`src/rtl/ls_mem_queue.sv`:
```
// Four-entry in-order load/store queue that issues one memory request at a time.
// A load result appears one cycle after its tag returns and is held until out_ready; in_ready drops when the queue is full.
module ls_mem_queue (
  input  logic        clock,
  input  logic        reset,
  input  logic        squash,
  input  logic        in_valid,
  input  logic        in_rd_mem,
  input  logic        in_wr_mem,
  input  logic [31:0] in_addr,
  input  logic [31:0] in_data,
  input  logic [2:0]  in_size,
  input  logic [4:0]  in_dest,
  output logic        in_ready,
  output logic [1:0]  proc2mem_command,
  output logic [31:0] proc2mem_addr,
  output logic [63:0] proc2mem_data,
  output logic [1:0]  proc2mem_size,
  input  logic [3:0]  mem2proc_response,
  input  logic [63:0] mem2proc_data,
  input  logic [3:0]  mem2proc_tag,
  output logic        out_valid,
  output logic [4:0]  out_dest,
  output logic [31:0] out_value,
  input  logic        out_ready
);

  localparam logic [1:0] BUS_NONE  = 2'd0;
  localparam logic [1:0] BUS_LOAD  = 2'd1;
  localparam logic [1:0] BUS_STORE = 2'd2;

  // A store is simply an entry that is not a load, so only rd is kept.
  typedef struct packed {
    logic        rd;
    logic [31:0] addr;
    logic [31:0] data;
    logic [2:0]  size;
    logic [4:0]  dest;
  } entry_t;

  typedef enum logic [1:0] {S_IDLE, S_REQ, S_WAIT, S_DONE} state_t;

  entry_t      entries [4];
  entry_t      head_e;
  logic [1:0]  head;
  logic [1:0]  tail;
  logic [2:0]  count;
  logic [3:0]  tag;
  state_t      state;
  state_t      state_next;
  logic        push;
  logic        pop;
  logic        accepted;
  logic        tag_hit;
  logic [31:0] raw;
  logic [31:0] load_value;

  assign head_e   = entries[head];
  assign in_ready = (count < 3'd4);
  assign push     = in_valid && in_ready && (in_rd_mem || in_wr_mem) && !squash;
  assign accepted = (state == S_REQ) && (mem2proc_response != 4'd0);
  assign tag_hit  = (state == S_WAIT) && (mem2proc_tag != 4'd0) && (mem2proc_tag == tag);
  assign pop      = !squash && ((accepted && !head_e.rd) || ((state == S_DONE) && out_ready));

  assign raw = 32'(mem2proc_data >> {head_e.addr[2:0], 3'b000});

  always_comb begin
    load_value = raw;
    case (head_e.size[1:0])
      2'd0:    load_value = {{24{!head_e.size[2] && raw[7]}}, raw[7:0]};
      2'd1:    load_value = {{16{!head_e.size[2] && raw[15]}}, raw[15:0]};
      default: load_value = raw;
    endcase
  end

  always_ff @(posedge clock) begin
    if (push) begin
      entries[tail] <= '{rd: in_rd_mem, addr: in_addr, data: in_data, size: in_size, dest: in_dest};
    end
  end

  always_ff @(posedge clock) begin
    if (reset || squash) begin
      head  <= 2'd0;
      tail  <= 2'd0;
      count <= 3'd0;
    end else begin
      if (push) tail <= tail + 2'd1;
      if (pop)  head <= head + 2'd1;
      count <= count + 3'(push) - 3'(pop);
    end
  end

  // Clearing the tag on flush makes any late return for a squashed load unmatchable.
  always_ff @(posedge clock) begin
    if (reset || squash) begin
      tag       <= 4'd0;
      out_dest  <= 5'd0;
      out_value <= 32'd0;
    end else begin
      if (accepted && head_e.rd) tag <= mem2proc_response;
      if (tag_hit) begin
        out_dest  <= head_e.dest;
        out_value <= load_value;
      end
    end
  end

  always_ff @(posedge clock) begin
    if (reset || squash) state <= S_IDLE;
    else                 state <= state_next;
  end

  always_comb begin
    state_next = state;
    case (state)
      S_IDLE: if (count != 3'd0) state_next = S_REQ;
      S_REQ:  if (accepted) state_next = head_e.rd ? S_WAIT : S_IDLE;
      S_WAIT: if (tag_hit) state_next = S_DONE;
      S_DONE: if (out_ready) state_next = S_IDLE;
      default: state_next = S_IDLE;
    endcase
  end

  always_comb begin
    proc2mem_command = BUS_NONE;
    proc2mem_addr    = 32'd0;
    proc2mem_data    = 64'd0;
    proc2mem_size    = 2'd0;
    out_valid        = 1'b0;
    case (state)
      S_REQ: begin
        if (!squash) proc2mem_command = head_e.rd ? BUS_LOAD : BUS_STORE;
        proc2mem_addr = head_e.addr;
        proc2mem_data = {32'd0, head_e.data} << {head_e.addr[2:0], 3'b000};
        proc2mem_size = head_e.size[1:0];
      end
      S_DONE:  out_valid = 1'b1;
      default: ;
    endcase
  end

endmodule
```
`config.mk`:
```
export PLATFORM = sky130hd
export DESIGN_NAME = ls_mem_queue
export DESIGN_NICKNAME = d
export VERILOG_FILES = /design/src/rtl/ls_mem_queue.sv
export SDC_FILE = /design/constraint.sdc
export NUM_CORES = 1
export LEC_CHECK = 0
export CORE_ASPECT_RATIO = 1.75
export CORE_MARGIN = 2
export CORE_UTILIZATION = 55
export CTS_BUF_LIST = sky130_fd_sc_hd__clkbuf_4 sky130_fd_sc_hd__clkbuf_8 sky130_fd_sc_hd__clkbuf_16
export DETAILED_ROUTE_END_ITERATION = 16
export DONT_BUFFER_PORTS = 1
export PLACE_DENSITY = 0.7
export SLEW_MARGIN = 15
export SYNTH_ARGS = -nofsm -noshare
export SYNTH_HDL_FRONTEND = slang
export SYNTH_SLANG_ARGS = --single-unit
```
`constraint.sdc`:
```
create_clock -name clock -period 4.2 [get_ports clock]
set_input_delay 0.84 -clock clock [delete_from_list [all_inputs] [get_ports clock]]
set_output_delay 0.84 -clock clock [all_outputs]
set_load 0.1 [all_outputs]
```
==> reports/qor.yml, run 1 <==
synthArstFlopShare_pct: 0
ios: 290
ys_seq_area_share_pct: 64.0
gr-total-overflow: 0
max_freq_mhz: 250
yosys_warnings: 0
cts_buffer_depth: 3
ant_nets: 0
p_leak_nw: 6.10
tightest_slew_ps: 1240
drt_pass1_iterations: 6
hold_start: "in_data[28]"
synth-main-ff-cell: "edfxtp_1"
rsz0062_at_grt: "false"
drtIter0Drc: 658
syn_area_um2: 15300
synth_edf_count: 292
cp-end-kind: "primary output"
critPathKind: "flop to primary output"
cp_slowest_cell: "mux4_2"
worst_path_largest_cell_delay_ps: 720
timing.hold.ws_ps: 375
die_y_um: 225
ys_ff_latch: 344
finalWeightedCongestion: 0.971
cts_tree: "yes"
cp_top_family: "simple AND/OR/NAND/NOR gates"
fin_area_um2: 18400
syn_inst: 1099
worstHoldPathType: "input port to flop"
fin_crit_sh_pct: 95.1
r2r_end: "out_value[12]"
setup_viol: 0
min_period_ps: 4000
core-area_um2: 27300
multi_input_area_um2: 5320
start_util_pct: 56.1
avgSynthCellArea_um2: 14.0
cp_num_buf_inv: 2
io_buffers: 0
ctsResizeCount: 0
ctsRootBufferMaster: "clkbuf_16"
crit_fanout: 17
cp.arrival_ps: 3160
layout-drive-gt1-share_pct: 28.4
timing.max_cap.violations: 0
num_antenna_cells: 0
grt_max_degree: 50
most-common-layout-cells: "edfxtp_1, nand2_1, mux4_2"
n_fill_cell: 1910
rr_worst_depth: 7
final.setup.tns_ps: 0
power.total_mw: 6.66
antenna_found_initial: 0
rows: 80
relSlewSlack_pct: 17.3
post-cts-setup-buffer-count: 0
wl_mm: 38.7
areaGrowthSynthToFinish_pct: 20.0
path_cells: "mux4_2 > nand2b_1 > buf_4 > nor2_1 > a21oi_1 > nor2_2 > buf_12"
die_area_um2: 29300
dpl.hpwl_mm: 26.2
grt_pass1_vias: 9758
ys_types: 49
cp-start-kind: "flop"
clk_pin_slew_ps: 70
synth_nets: 1257
hold_buffers: 0
ctsHtreeMaxLevel: 1
fin_skew_ps: 10.8
place_area_um2: 17500
cts_buffers: 29
ir_worst_vdd_mv: 0.384
setup.worst_path.end: "proc2mem_data[41]"
final_common_cell: "edfxtp_1"
grt_first_pass_wirelength_mm: 56.6
finalHoldViolations: 0
fin_cells: 1571
vias_per_cell: 6.13
nets: 1341
reg2reg_slack_ps: 600
clk_latency_ps: 560
outcome: "finished, final reports clean"
report.final.slew_viol_count: 0
placed_cells: 1521
die_w_um: 130
cts.sinks: 344
drc: 0
seqCellArea_um2: 9820
cp.required_ps: 3360
wl_per_cell_um: 24.6
grtUsageTotal_pct: 26.1
cp_num_cells: 7
vias: 9638
pwr_density_cell_nw_per_um2: 362
metal layers:
metal  vias up  track usage (%)  wire length [um]
li1       4328                -                 -
met1      4712             28.3             12900
met2       475             45.1             19700
met3       123             7.64              3650
met4         0             14.6              2400
met5         -                0                 0
flip-flops by register name, indices dropped and copies added, names as in the netlist, named ones only:
signal and flops:
entries 292, state 1, tail 2, head 2, count 3, out_value 32
tag 4, out_dest 5
cell type report:
cell class	instances	area share [%]
sequential	344	53.3
timing repair buffer	128	10.1
inverter	21	0.428
clock inverter	16	0.598
tap	369	2.51
multi-input combinational	659	28.9
clock buffer	34	4.15
per-stage QoR:
step / setup slack [ps] / util, %
final: 205 / 67.4
after global routing: 38.1 / 67.4
after CTS: 195 / 67.4
after detailed placement: 658 / 64.2
after global placement: 690 / 64.2
after floorplan: -18.8 / -
cells in the mapped netlist (10+ instances only):
master	n	area share [%]
dfxtp_1	52	6.8
a31oi_1	13	0.53
a21oi_2	10	0.57
clkbuf_1	45	1.1
nor2_1	92	2.3
mux4_2	73	11
buf_2	19	0.62
edfxtp_1	292	57
o21ai_0	73	2.4
inv_1	21	0.51
a21oi_1	41	1.3
and2_1	38	1.6
nor2b_1	16	0.65
o22ai_1	10	0.41
nand2_1	122	3.0
mux2i_1	63	4.1
a22oi_1	10	0.49
kinds of logic after synthesis:
kind of cell / Yosys count / share of synthesized area (%)
muxes: 139 / 15.1
xor gates and xnor gates: 7 / 0.400
DFF: 344 / 64.0
and+or+nand+nor: 301 / 8.73
adders and majority gates: 7 / 0.620
buffers and inverters: 96 / 2.70
AOI/OAI and AO/OA: 205 / 8.53
how the worst min path moves through the flow:
stage	end	slack, ps	cells past startpoint
after floorplan	tag[0]	450	2
after global placement	tag[1]	460	2
after detailed placement	tag[1]	470	2
after CTS	entries[1][42]	340	0
after global routing	entries[1][42]	350	0
final	entries[3][36]	380	0
power by group:
| part | switching, mW | internal, mW | total, mW | leakage, nW |
|---|---|---|---|---|
| clock | 1.17 | 1.36 | 2.52 | 0.427 |
| combinational | 0.249 | 0.129 | 0.378 | 2.61 |
| sequential | 0.0115 | 3.75 | 3.76 | 3.07 |
| total | 1.43 | 5.23 | 6.66 | 6.10 |
Power figures use the tool's default switching activity.
==> run 2, diff against run 1 <==
- clock period: 4.2 -> 5 ns (I/O delays scaled with it)
==> run 2 against run 1 <==
Effect of this change:
- routed wire length increased by 4.1%
- design area decreased by 2.9%
- setup slack improved by 300 ps
- critical path depth unchanged
- largest cell class unchanged
- largest power group unchanged
- highest routed layer unchanged
==> reports/qor.yml, run 2 (same netlist as run 1, synthesis figures left out) <==
cts_buffer_depth: 3  # unchanged
place_ws_ps: 1080  # was 658 ps
cp_num_cells: 7  # unchanged
gr-total-overflow: 0  # unchanged
vias_per_cell: 6.25  # was 6.13
globalRouteMet3Util_pct: 8.97  # was 7.64%
die_w_um: 130  # unchanged
worst_path_most_repeated_cell: "buf_4"
ctsHtreeMaxLevel: 1  # unchanged
areaGrowthSynthToFinish_pct: 16.6  # was 20.0%
cp_slowest_cell: "mux4_4"  # was mux4_2
swShare_pct: 20.5  # was 21.4%
io_buffers: 0  # unchanged
p_leak_nw: 5.95  # was 6.10 nW
internal_power_mw: 4.78  # was 5.23 mW
p_seq_share_pct: 52.6  # was 56.4%
place_area_um2: 16800  # was 17500 um^2
ios: 290  # unchanged
timing.max_cap.violations: 0  # unchanged
crit_fanout: 33  # was 17
rsz0062_at_grt: "false"  # unchanged
grt_max_degree: 64  # was 50
fin_area_um2: 17900  # was 18400 um^2
nets: 1310  # was 1341
finalHoldViolations: 0  # unchanged
cp-start-kind: "flop"  # unchanged
cp-end-kind: "primary output"  # unchanged
critPathKind: "flop to primary output"  # unchanged
cp_num_buf_inv: 2  # unchanged
ir_worst_vdd_mv: 0.349  # was 0.384 mV
grt_pass1_vias: 9935  # was 9758
die_area_um2: 29300  # unchanged
largest_reg_flops: 292  # unchanged
clk_pin_slew_ps: 70  # about the same
tightest_slew_ps: 1130  # was 1240 ps
ant_nets: 0  # unchanged
cp_top_family: "multiplexers"  # was simple AND/OR/NAND/NOR gates
gr-usage-met1_pct: 29.5  # was 28.3%
final_common_cell: "edfxtp_1"  # unchanged
core-area_um2: 27300  # unchanged
die_y_um: 225  # unchanged
clkPwrFrac_pct: 42.3  # was 37.9%
top_usage_layer: "met2"  # unchanged
fin_skew_ps: 8.21  # was 10.8 ps
rr_worst_depth: 8  # was 7
clk_latency_ps: 560  # about the same
max_freq_mhz: 222
cts_buffers: 30  # was 29
pwr_density_cell_nw_per_um2: 336  # was 362 nW/um^2
path_cells: "buf_4 > mux4_4 > mux2i_1 > nand2_1 > o21ai_0 > nor2_2 > buf_4"  # was mux4_2 > nand2b_1 > buf_4 > nor2_1 > a21oi_1 > nor2_2 > buf_12
grtUsageTotal_pct: 27.6  # was 26.1%
worst_path_largest_cell_delay_ps: 980  # was 720 ps
multi_input_area_um2: 5320  # unchanged
most-common-layout-cells: "edfxtp_1, nand2_1, mux4_2"  # unchanged
ctsRootBufferMaster: "clkbuf_16"  # unchanged
largest-register: "entries"  # unchanged
ctsResizeCount: 0  # unchanged
relSlewSlack_pct: 24.5  # was 17.3%
hold_end: "tag[1]"  # was entries[3][36]
r2r_end: "out_value[12]"  # unchanged
globalRouteMet2Util_pct: 47.7  # was 45.1%
drt_pass1_iterations: 5  # was 6
dpl.hpwl_mm: 27.4  # was 26.2 mm
comb_power_share_pct: 5.2  # was 5.7%
outcome: "finished, final reports clean"  # unchanged
drc: 0  # unchanged
largest_registers: "entries (292), out_value (32), out_dest (5)"  # unchanged
layout-drive-gt1-share_pct: 27.1  # was 28.4%
p_switching_mw: 1.23  # was 1.43 mW
grt_first_pass_wirelength_mm: 59.4  # was 56.6 mm
hold-path-cell-count: 2  # was 0
cp.required_ps: 4000  # was 3360 ps
post-cts-setup-buffer-count: 0  # unchanged
hold_start: "tag[1]"  # was in_data[28]
worstHoldPathType: "flop to flop"  # was input port to flop
rows: 80  # unchanged
fin_crit_sh_pct: 90.0
finalWeightedCongestion: 0.915  # was 0.971
vias: 9657  # was 9638
cts.sinks: 344  # unchanged
drtIter0Drc: 549  # was 658
n_fill_cell: 2030  # was 1910
setup_viol: 0  # unchanged
hold_buffers: 0  # unchanged
wl_mm: 40.3  # was 38.7 mm
timing.final.ws_setup_ps: 500  # was 205 ps
cp.arrival_ps: 3500  # was 3160 ps
min_period_ps: 4500
report.final.slew_viol_count: 0  # unchanged
wl_per_cell_um: 26.1  # was 24.6 um
cts_tree: "yes"  # unchanged
start_util_pct: 56.1  # unchanged
num_antenna_cells: 0  # unchanged
final.setup.tns_ps: 0  # unchanged
seqCellArea_um2: 9820  # unchanged
antenna_found_initial: 0  # unchanged
reg2reg_slack_ps: 1110  # was 600 ps
[run 2: cell count changes in the layout (fill, tap and decap cells not counted), sizes merged]
| cell | previous run | this run |
|---|---|---|
| buf | 126 | 94 |
| bufinv | 1 | 5 |
| clkbuf | 36 | 44 |
| clkinv | 10 | 7 |
| clkinvlp | 4 | 0 |
| inv | 22 | 23 |
[run 2: how the worst max path moves through the flow]
stage	start	to	slack [ps]
2_1_floorplan	flop	proc2mem_data[53]	620
3_3_place_gp	flop	out_value[14]	1150
3_5_place_dp	flop	out_value[12]	1080
4_1_cts	flop	proc2mem_data[46]	520
5_1_grt	flop	proc2mem_data[63]	330
6_report	flop	proc2mem_data[63]	500
[run 2: final cells by class]
type	instances	share of cell area (%)
clock buffer	42	5.07
clock inverter	14	1.15
inverter	21	0.441
multi-input combinational	659	29.7
sequential	344	54.9
tap	369	2.58
timing repair buffer	96	6.12
[run 2: through the flow]
stage          power [mW]  hold slack, ps  util [%]  instances
5_1_grt              6.15             503      65.4       1545
3_3_place_gp         3.52             465      61.4       1489
2_1_floorplan        3.44             446         -       1099
4_1_cts              6.04             480      65.4       1545
3_5_place_dp         3.52             471      61.4       1489
6_report             6.00             475      65.4       1545
[run 2: power groups by stage]
stage                     sequential, mW  combinational, mW  clock [mW]
after floorplan                     3.22              0.225           0
after global placement              3.22              0.302           0
after detailed placement            3.22              0.304           0
after CTS                           3.16              0.305        2.58
after global routing                3.16              0.333        2.66
final                               3.16              0.310        2.54
[run 2: per-layer routing]
metal  share of wire (%)  wire length [um]  vias to the layer above
li1                    -                 -                     4272
met1                  33             13300                     4795
met2                  52             20900                      464
met3                 9.4              3800                      126
met4                 5.6              2270                        0
met5                   0                 0                        -
[run 2: tightest hold or removal path, stage by stage (launching register included)]
cell and delay, ps:
dfxtp_1 320, nand2_1 60, a21oi_1 50
==> run 3, diff against run 2 <==
- CTS_CLUSTER_SIZE: default -> 14
==> run 3 against run 2 <==
Effect of this change:
- clock skew grew 4.2 ps
- clock-buffer cell count rose by 2
- design area is 0.64% lower
- routed wire length fell by 0.81%
- worst hold slack gained 2.1 ps
- highest routed layer unchanged
==> reports/qor.yml, run 3 (same netlist as run 1, synthesis figures left out) <==
cts_buffer_depth: 3  # unchanged
drt_pass1_iterations: 5  # unchanged
ir_worst_vdd_mv: 0.313  # was 0.349 mV
layout-drive-gt1-share_pct: 26.9  # was 27.1%
place_ws_ps: 1080  # unchanged
drtIter0Drc: 551  # was 549
cp-end-kind: "primary output"  # unchanged
n_fill_cell: 2037  # was 2030
min_period_ps: 4480  # was 4500 ps
seqCellArea_um2: 9820  # unchanged
start_util_pct: 56.1  # unchanged
ios: 290  # unchanged
placed_cells: 1489  # unchanged
clk_latency_ps: 570  # was 560 ps
pwr_density_cell_nw_per_um2: 326  # was 336 nW/um^2
outcome: "finished, final reports clean"  # unchanged
hold_buffers: 0  # unchanged
tightest_slew_ps: 1150  # was 1130 ps
drc: 0  # unchanged
cts_tree: "yes"  # unchanged
relSlewSlack_pct: 23.1  # was 24.5%
ctsHtreeMaxLevel: 1  # unchanged
final_common_cell: "edfxtp_1"  # unchanged
grt_max_degree: 64  # unchanged
rsz0062_at_grt: "false"  # unchanged
crit_fanout: 33  # unchanged
grt_pass1_vias: 9875  # was 9935
largest-register: "entries"  # unchanged
gr-total-overflow: 0  # unchanged
multi_input_area_um2: 5320  # unchanged
clk_pin_slew_ps: 60  # was 70 ps
largest_registers: "entries (292), out_value (32), out_dest (5)"  # unchanged
fin_crit_sh_pct: 89.6  # was 90.0%
dpl.hpwl_mm: 27.4  # unchanged
vias_per_cell: 6.21  # was 6.25
utilization_pct: 65.0  # was 65.4%
timing.max_cap.violations: 0  # unchanged
cts.sinks: 344  # unchanged
cts_buffers: 31  # was 30
vias: 9574  # was 9657
ctsResizeCount: 0  # unchanged
most-common-layout-cells: "edfxtp_1, nand2_1, mux4_2"  # unchanged
antenna_found_initial: 1  # was 0
areaGrowthSynthToFinish_pct: 15.9  # was 16.6%
ctsRootBufferMaster: "clkbuf_16"  # unchanged
grtUsageTotal_pct: 27.5  # was 27.6%
grt_first_pass_wirelength_mm: 59.1  # was 59.4 mm
power.total_mw: 5.78  # was 6.00 mW
ant_nets: 0  # unchanged
wl_per_cell_um: 25.9  # was 26.1 um
nets: 1311  # was 1310
final.setup.tns_ps: 0  # unchanged
fin_cells: 1542  # was 1545
report.final.slew_viol_count: 0  # unchanged
p_leak_nw: 5.89  # was 5.95 nW
die_w_um: 130  # unchanged
setup_viol: 0  # unchanged
die_area_um2: 29300  # unchanged
critPathKind: "flop to primary output"  # unchanged
fin_skew_ps: 12.5  # was 8.21 ps
wl_mm: 39.9  # was 40.3 mm
cp.required_ps: 4000  # about the same
finalHoldViolations: 0  # unchanged
post-cts-setup-buffer-count: 0  # unchanged
hold_start: "tag[1]"  # unchanged
worstHoldPathType: "flop to flop"  # unchanged
finalWeightedCongestion: 0.915  # unchanged
cp.arrival_ps: 3480  # was 3500 ps
die_y_um: 225  # unchanged
num_antenna_cells: 0  # unchanged
largest_reg_flops: 292  # unchanged
io_buffers: 0  # unchanged
cp-start-kind: "flop"  # unchanged
max_freq_mhz: 223  # was 222 MHz
core-area_um2: 27300  # unchanged
rows: 80  # unchanged
timing.final.ws_setup_ps: 522  # was 500 ps
## run 3: changes by cell type in the layout (fill, tap and decap cells not counted), sizes merged
| cell | previous run | this run |
|---|---|---|
| clkbuf | 44 | 46 |
| bufinv | 5 | 2 |
| clkinvlp | 0 | 2 |
| clkinv | 7 | 4 |
| inv | 23 | 22 |
## run 3: worst max-delay path: stages (launching register included)
cell and delay [ps]:
dfxtp_4 400, buf_4 420, mux4_4 980, mux2i_1 250
nand2_1 100, o21ai_0 180, nor2_2 230, buf_4 350
## run 3: final cells by class
cell class | count | area share, %
inverters | 21 | 0.444
repair buffers | 96 | 6.16
clock inverters | 9 | 0.585
multi-input cells | 659 | 29.9
flip-flops and latches | 344 | 55.3
clock buffers | 44 | 5.02
well taps | 369 | 2.60
## run 3: worst paths after layout
check	slack, ps	end	cells past startpoint
max	520	proc2mem_data[63]	7
min	480	tag[1]	2
max reg2reg	1100	out_value[15]	8
min reg2reg	480	tag[1]	2
## run 3: metrics by stage
stage / cell area [um^2] / hold slack (ps)
global route: 17800 / 503
global placement: 16800 / 465
detailed placement: 16800 / 471
CTS: 17800 / 480
floorplan: 15300 / 446
finish: 17800 / 477
## run 3: report_power, final
group | leakage, nW | internal, mW | switching [mW]
combinational | 2.33 | 0.100 | 0.209
clock | 0.496 | 1.34 | 0.979
sequential | 3.07 | 3.15 | 0.00915
## run 3: metal layers
| layer | up-vias | global-route usage, % | wire, um |
|---|---|---|---|
| met3 | 127 | 9.19 | 4000 |
| met4 | 0 | 14.9 | 2270 |
| met2 | 458 | 47.7 | 20600 |
| met5 | - | 0 | 0 |
| li1 | 4265 | - | - |
| met1 | 4724 | 29.2 | 13000 |
